## config.mk

```make
export PLATFORM = sky130hd
export DESIGN_NAME = game_packet_serializer
export DESIGN_NICKNAME = d
export VERILOG_FILES = /design/src/rtl/game_link_pkg.sv /design/src/rtl/game_packet_serializer_snapshot.sv /design/src/rtl/game_packet_serializer.sv
export SDC_FILE = /design/constraint.sdc
export NUM_CORES = 1
export LEC_CHECK = 0
export BUFFER_PORTS_ARGS = -buffer_cell sky130_fd_sc_hd__buf_2
export CORE_ASPECT_RATIO = 0.5
export CORE_MARGIN = 4
export CORE_UTILIZATION = 25
export DETAILED_ROUTE_END_ITERATION = 12
export HOLD_SLACK_MARGIN = 0.12
export PLACE_DENSITY_LB_ADDON = 0.08
export SYNTH_ARGS = -nofsm -noshare
export SYNTH_HDL_FRONTEND = slang
export SYNTH_SLANG_ARGS = --single-unit
```

## constraint.sdc

```tcl
create_clock -name clk -period 4.75 [get_ports clk]
set_input_delay 0.2375 -clock clk [delete_from_list [all_inputs] [get_ports clk]]
set_output_delay 0.2375 -clock clk [all_outputs]
set_load 0.005 [all_outputs]
```

## src/rtl/game_link_pkg.sv

```systemverilog
// rtl/game_link_pkg.sv - shared constants, FSM states and length helper for the game link serializer
package game_link_pkg;

  localparam logic [15:0] SYNC_WORD_DEFAULT = 16'h55AA;

  typedef enum logic [1:0] {
    IDLE = 2'd0,
    SEND = 2'd1,
    CSUM = 2'd2
  } state_e;

  // Bytes before the checksum: sync(2) + player(2) + per wave (row byte + bitfield bytes)
  function automatic int payload_len(input int num_waves, input int wave_bits);
    return 4 + num_waves * (1 + wave_bits / 8);
  endfunction

endpackage

```

## src/rtl/game_packet_serializer_snapshot.sv

```systemverilog
// rtl/game_packet_serializer_snapshot.sv - packet_snapshot_mux: latches the flattened packet and selects one byte by index
module packet_snapshot_mux
  import game_link_pkg::*;
#(
  parameter int          NUM_WAVES = 3,
  parameter int          WAVE_BITS = 40,
  parameter logic [15:0] SYNC_WORD = SYNC_WORD_DEFAULT,
  parameter int          IDX_W     = $clog2(payload_len(NUM_WAVES, WAVE_BITS))
) (
  input  logic                           clk,
  input  logic                           rst_n,
  input  logic                           i_load,
  input  logic [7:0]                     i_player_x,
  input  logic [7:0]                     i_player_y,
  input  logic [NUM_WAVES*8-1:0]         i_wave_y,
  input  logic [NUM_WAVES*WAVE_BITS-1:0] i_wave_bitfield,
  input  logic [IDX_W-1:0]               i_index,
  output logic [7:0]                     o_byte
);

  localparam int PAYLOAD_LEN = payload_len(NUM_WAVES, WAVE_BITS);
  localparam int ROW_BYTES   = 1 + WAVE_BITS / 8;

  logic [PAYLOAD_LEN*8-1:0] w_flat;
  logic [PAYLOAD_LEN*8-1:0] r_snap;

  // Byte n of the packet lives at bits [8n+7:8n]; bitfields are already LSB-first contiguous
  always_comb begin
    w_flat         = '0;
    w_flat[15:0]   = SYNC_WORD;
    w_flat[23:16]  = i_player_x;
    w_flat[31:24]  = i_player_y;
    for (int k = 0; k < NUM_WAVES; k++) begin
      w_flat[8*(4+k*ROW_BYTES) +: 8]         = i_wave_y[8*k +: 8];
      w_flat[8*(5+k*ROW_BYTES) +: WAVE_BITS] = i_wave_bitfield[WAVE_BITS*k +: WAVE_BITS];
    end
  end

  always_ff @(posedge clk or negedge rst_n) begin
    if (!rst_n) begin
      r_snap <= '0;
    end else if (i_load) begin
      r_snap <= w_flat;
    end
  end

  always_comb begin
    o_byte = 8'h00;
    for (int i = 0; i < PAYLOAD_LEN; i++) begin
      if (i_index == IDX_W'(i)) o_byte = r_snap[8*i +: 8];
    end
  end

endmodule

```

## src/rtl/game_packet_serializer.sv

```systemverilog
// rtl/game_packet_serializer.sv - snapshots game state on frame_tick and streams it as a checksummed byte packet
module game_packet_serializer
  import game_link_pkg::*;
#(
  parameter int          NUM_WAVES = 3,
  parameter int          WAVE_BITS = 40,
  parameter logic [15:0] SYNC_WORD = SYNC_WORD_DEFAULT
) (
  input  logic                           clk,
  input  logic                           rst_n,
  input  logic                           frame_tick,
  input  logic [7:0]                     player_x,
  input  logic [7:0]                     player_y,
  input  logic [NUM_WAVES*8-1:0]         wave_y,
  input  logic [NUM_WAVES*WAVE_BITS-1:0] wave_bitfield,
  output logic [7:0]                     tx_data,
  output logic                           tx_valid,
  input  logic                           tx_ready,
  output logic                           tx_last,
  output logic                           busy,
  output logic [7:0]                     drop_count
);

  localparam int                PAYLOAD_LEN   = payload_len(NUM_WAVES, WAVE_BITS);
  localparam int                IDX_W         = $clog2(PAYLOAD_LEN);
  localparam logic [IDX_W-1:0]  LAST_IDX      = IDX_W'(PAYLOAD_LEN - 1);
  localparam logic [IDX_W-1:0]  FIRST_SUM_IDX = IDX_W'(2);

  state_e           r_state;
  state_e           w_next;
  logic [IDX_W-1:0] r_index;
  logic [7:0]       r_csum;
  logic [7:0]       r_drop;
  logic [7:0]       w_snap_byte;
  logic             w_load;
  logic             w_drop;

  // A tick is honoured when idle or exactly on the checksum handshake; anything else is dropped
  assign w_load     = frame_tick && ((r_state == IDLE) || ((r_state == CSUM) && tx_ready));
  assign w_drop     = frame_tick && !w_load;
  assign drop_count = r_drop;

  packet_snapshot_mux #(
    .NUM_WAVES (NUM_WAVES),
    .WAVE_BITS (WAVE_BITS),
    .SYNC_WORD (SYNC_WORD),
    .IDX_W     (IDX_W)
  ) u_snapshot (
    .clk             (clk),
    .rst_n           (rst_n),
    .i_load          (w_load),
    .i_player_x      (player_x),
    .i_player_y      (player_y),
    .i_wave_y        (wave_y),
    .i_wave_bitfield (wave_bitfield),
    .i_index         (r_index),
    .o_byte          (w_snap_byte)
  );

  always_ff @(posedge clk or negedge rst_n) begin
    if (!rst_n) begin
      r_state <= IDLE;
    end else begin
      r_state <= w_next;
    end
  end

  always_comb begin
    w_next   = r_state;
    tx_valid = 1'b0;
    tx_last  = 1'b0;
    busy     = 1'b0;
    tx_data  = 8'h00;
    case (r_state)
      IDLE: begin
        if (frame_tick) w_next = SEND;
      end
      SEND: begin
        tx_valid = 1'b1;
        busy     = 1'b1;
        tx_data  = w_snap_byte;
        if (tx_ready && (r_index == LAST_IDX)) w_next = CSUM;
      end
      CSUM: begin
        tx_valid = 1'b1;
        busy     = 1'b1;
        tx_last  = 1'b1;
        tx_data  = r_csum;
        if (tx_ready) w_next = frame_tick ? SEND : IDLE;
      end
      default: w_next = IDLE;
    endcase
  end

  // Sync bytes (index 0,1) are excluded from the running sum
  always_ff @(posedge clk or negedge rst_n) begin
    if (!rst_n) begin
      r_index <= '0;
      r_csum  <= 8'h00;
    end else if (w_load) begin
      r_index <= '0;
      r_csum  <= 8'h00;
    end else if ((r_state == SEND) && tx_ready) begin
      r_index <= r_index + 1'b1;
      if (r_index >= FIRST_SUM_IDX) r_csum <= r_csum + w_snap_byte;
    end
  end

  always_ff @(posedge clk or negedge rst_n) begin
    if (!rst_n) begin
      r_drop <= 8'h00;
    end else if (w_drop && (r_drop != 8'hFF)) begin
      r_drop <= r_drop + 8'd1;
    end
  end

endmodule

```

==> impl_metrics.toml <==
[outcome]
status = "finished clean"

[floorplan]
start_util_pct = 25.4
dieWidth_um = 289
die-area_sq_um = 43000
ios = 183
rows = 51
die_height_um = 149
core-area_sq_um = 39000

[logic_synthesis]
synth_edf_count = 0
async_flop_share_pct = 100
synthXorXnorAreaFrac_pct = 1.15
synth_top_cell_area_share_pct = 46.6
synthAdderAreaFrac_pct = 2.35
yosysSeqAreaShare_pct = 46.6
synth_area_leaders = "dfrtp_1 (47%), nand2_1 (19%), nor2_1 (2.4%), o21ai_0 (2.4%), ha_1 (2.2%)"
ys_types = 81
ys_ff_latch = 184
syn_area_per_cell_sq_um = 8.06
syn_nets = 1409
synth_top_family_by_area = "simple AND/OR/NAND/NOR gates"
synthCells = 1227
ys_warn_count = 0
synth-compound-area-share_pct = 13.9
yosys.area_share.simple_pct = 30.7
synth_area_leader_cell = "dfrtp_1"
netlist_area_sq_um = 9890
synth_top_flop_cell = "dfrtp_1"
muxShareOfSynthArea_pct = 0.506

[placed_design]
pre_cts_ws_ns = 0.142
placed_area_sq_um = 11500
hpwl_um = 27800
gp_congestion = 0.837
port_buffers = 182

[timing]
slew_viol_final = 0
fmax_ghz = 0.219
period_needed_ns = 4.58
setup_violations = 0
min_period_over_period_pct = 96.3
timing.final.ws_setup_ns = 0.174
hold_viol_final = 0
finClkSkew_ns = 0.0148
worst_pin_slew_ns = 1.10
relSlewSlack_pct = 26.2

[power]
leakage_uw = 0.00667
power.density_nw_per_um2 = 536
ir_drop_mv = 0.270

[global_routing]
gr-total-overflow = 0
grt_pass1_vias = 9866
antenna_found_initial = 0
grt_start_max_net_pins = 140
grt_first_pass_wirelength_um = 57900
grtUsageTotal_pct = 17.7

[drt]
ant_nets = 0
vias_per_cell = 4.66
vias = 9740
route.detailed.drc = 0
drtPass1Iterations = 5
post_drt_wl_per_cell_um = 18.0
routed_wl_um = 37700
drt_iter0_markers = 709

[final_layout]
final_common_cell = "nand2_1"
fin_nets = 1726
fin_util_pct = 35.1
drive_gt1_share_pct = 17.7
final_cell_mix = "nand2_1 (507), dfrtp_1 (184), buf_2 (181)"
final_area_sq_um = 13700
syn_to_final_growth_pct = 38.3

[worst_setup_path]
cp_slowest_cell = "a2111oi_1"
crit_fanout = 19
endpoint_kind = "flip-flop"
crit_chain = "inv_1 -> ha_1 -> buf_4 -> nand2_1 -> o21ai_0 -> a22oi_1 -> nor3b_1 -> a2111oi_1 -> o221ai_1 -> a21o_1 -> ha_1 -> a21oi_1 -> o211ai_1 -> o41ai_2 -> nand4_1 -> o32a_1 -> a31o_1 -> a21oi_2"
cp.arrival_ns = 4.96
critPathKind = "flip-flop to flip-flop"
critical-path-max-stage-delay_ns = 0.57
worst_path_most_repeated_cell = "ha_1"
r2r_slack_ns = 0.17
worst_ep_required_time_ns = 5.13
crit_path_start_kind = "flip-flop"

[clocking]
clkSinkCount = 184
ctsLongestPathBuffers = 2
clk_pin_slew_ns = 0.08
cts-root-buf = "clkbuf_16"
htree_levels = 4
clock_latency_ns = 0.46
cts_tree = "built"
cts_buffers = 17
post_cts_buffers = 0

[worst_hold_path]
hold_path_class = "primary input to flip-flop"

[flow_run]
maxCapViolCount = 0
cell type report:
cell class / count / area (sq um)
Inverter: 25 / 93.8
Timing Repair Buffer: 381 / 2880
Fill cell: 4107 / 25300
Clock buffer: 18 / 429
Tap cell: 530 / 663
Antenna cell: 1 / 2.50
Clock inverter: 14 / 138
Sequential cell: 184 / 4600
Multi-Input combinational cell: 935 / 4870
through the flow:
stage                     TNS (ns)  total power (uW)  hold slack, ns  cells
after floorplan                  0              4520         -0.0581   1227
after global placement           0              5760           0.203   1894
after detailed placement         0              5770           0.204   1894
after CTS                        0              7350           0.182   2087
after global routing      -0.00241              7870           0.202   2087
final                            0              7330           0.207   2088
path summary, 6_finish.rpt:
check | from | endpoint | cells past startpoint
min in group asynchronous | rst_n | u_snapshot.r_snap[55]$_DFFE_PN0P_ | 2
hold reg to reg | u_snapshot.r_snap[108]$_DFFE_PN0P_ | u_snapshot.r_snap[108]$_DFFE_PN0P_ | 2
max in group asynchronous | rst_n | r_csum[5]$_DFFE_PN0P_ | 3
setup / recovery | r_index[1]$_DFFE_PN0P_ | r_csum[7]$_DFFE_PN0P_ | 18
setup reg to reg | r_index[1]$_DFFE_PN0P_ | r_csum[7]$_DFFE_PN0P_ | 18
hold / removal | frame_tick | r_state[0]$_DFFE_PN0P_ | 3
per-layer routing:
layer  part of all wire, %  GRT usage [%]
met3                   5.6           4.06
met2                    44           26.6
met5                     0              0
met4                  0.92           3.39
met1                    49           26.1
critical path: cells and delay by family, from the launching register on:
| family | cells | cell delay [ns] |
|---|---|---|
| AO/OA/AOI/OAI | 11 | 2.87 |
| adder cells (fa/ha/maj) | 2 | 0.51 |
| buffers and inverters | 2 | 0.32 |
| flip-flops | 1 | 0.45 |
| AND/OR/NAND/NOR | 3 | 0.36 |
synth_stat cells, drive strengths merged (4+ instances only):
library cell / number
o21ai: 50
o21a: 4
nand4: 6
o22ai: 8
xnor2: 9
nand3b: 5
a22oi: 10
nor3b: 8
and4bb: 4
o221ai: 5
a211oi: 6
or3b: 5
and2: 6
nand4bb: 6
nand2b: 10
a21oi: 41
nand2: 507
nor3: 18
ha: 17
buf: 37
nor2: 63
and3: 7
o31ai: 5
xor2: 4
o211ai: 11
clkbuf: 46
dfrtp: 184
nor2b: 13
a221o: 6
nand3: 20
a31oi: 9
a2111oi: 5
mux2i: 5
a21o: 4
a221oi: 4
inv: 25
cell families (layout without fill, tap and decap cells):
family / after synthesis / count (layout)
other: 0 / 1
adder cells (fa/ha/maj): 18 / 18
XOR/XNOR: 13 / 13
AO/OA/AOI/OAI: 202 / 202
multiplexers: 5 / 5
buffers and inverters: 108 / 438
flip-flops: 184 / 184
AND/OR/NAND/NOR: 697 / 697
power by group:
part / leakage [uW] / switching, uW / internal [uW]
clock: 0.000277 / 707 / 738
sequential: 0.00229 / 592 / 2250
combinational: 0.00410 / 1820 / 1220
what timing repair did:
item                                    CTS  global route
hold buffers                            161             0
endpoints found under the setup margin    0             2
gates resized for setup                   0             9
hold endpoints to repair                205             0
registers in the layout, indices dropped and copies added, names as in the netlist:
register and cells:
u_snapshot.r_snap 161, drop_count 8, r_csum 8, r_index 5
r_state 2
(Power assumes the default switching activity.)
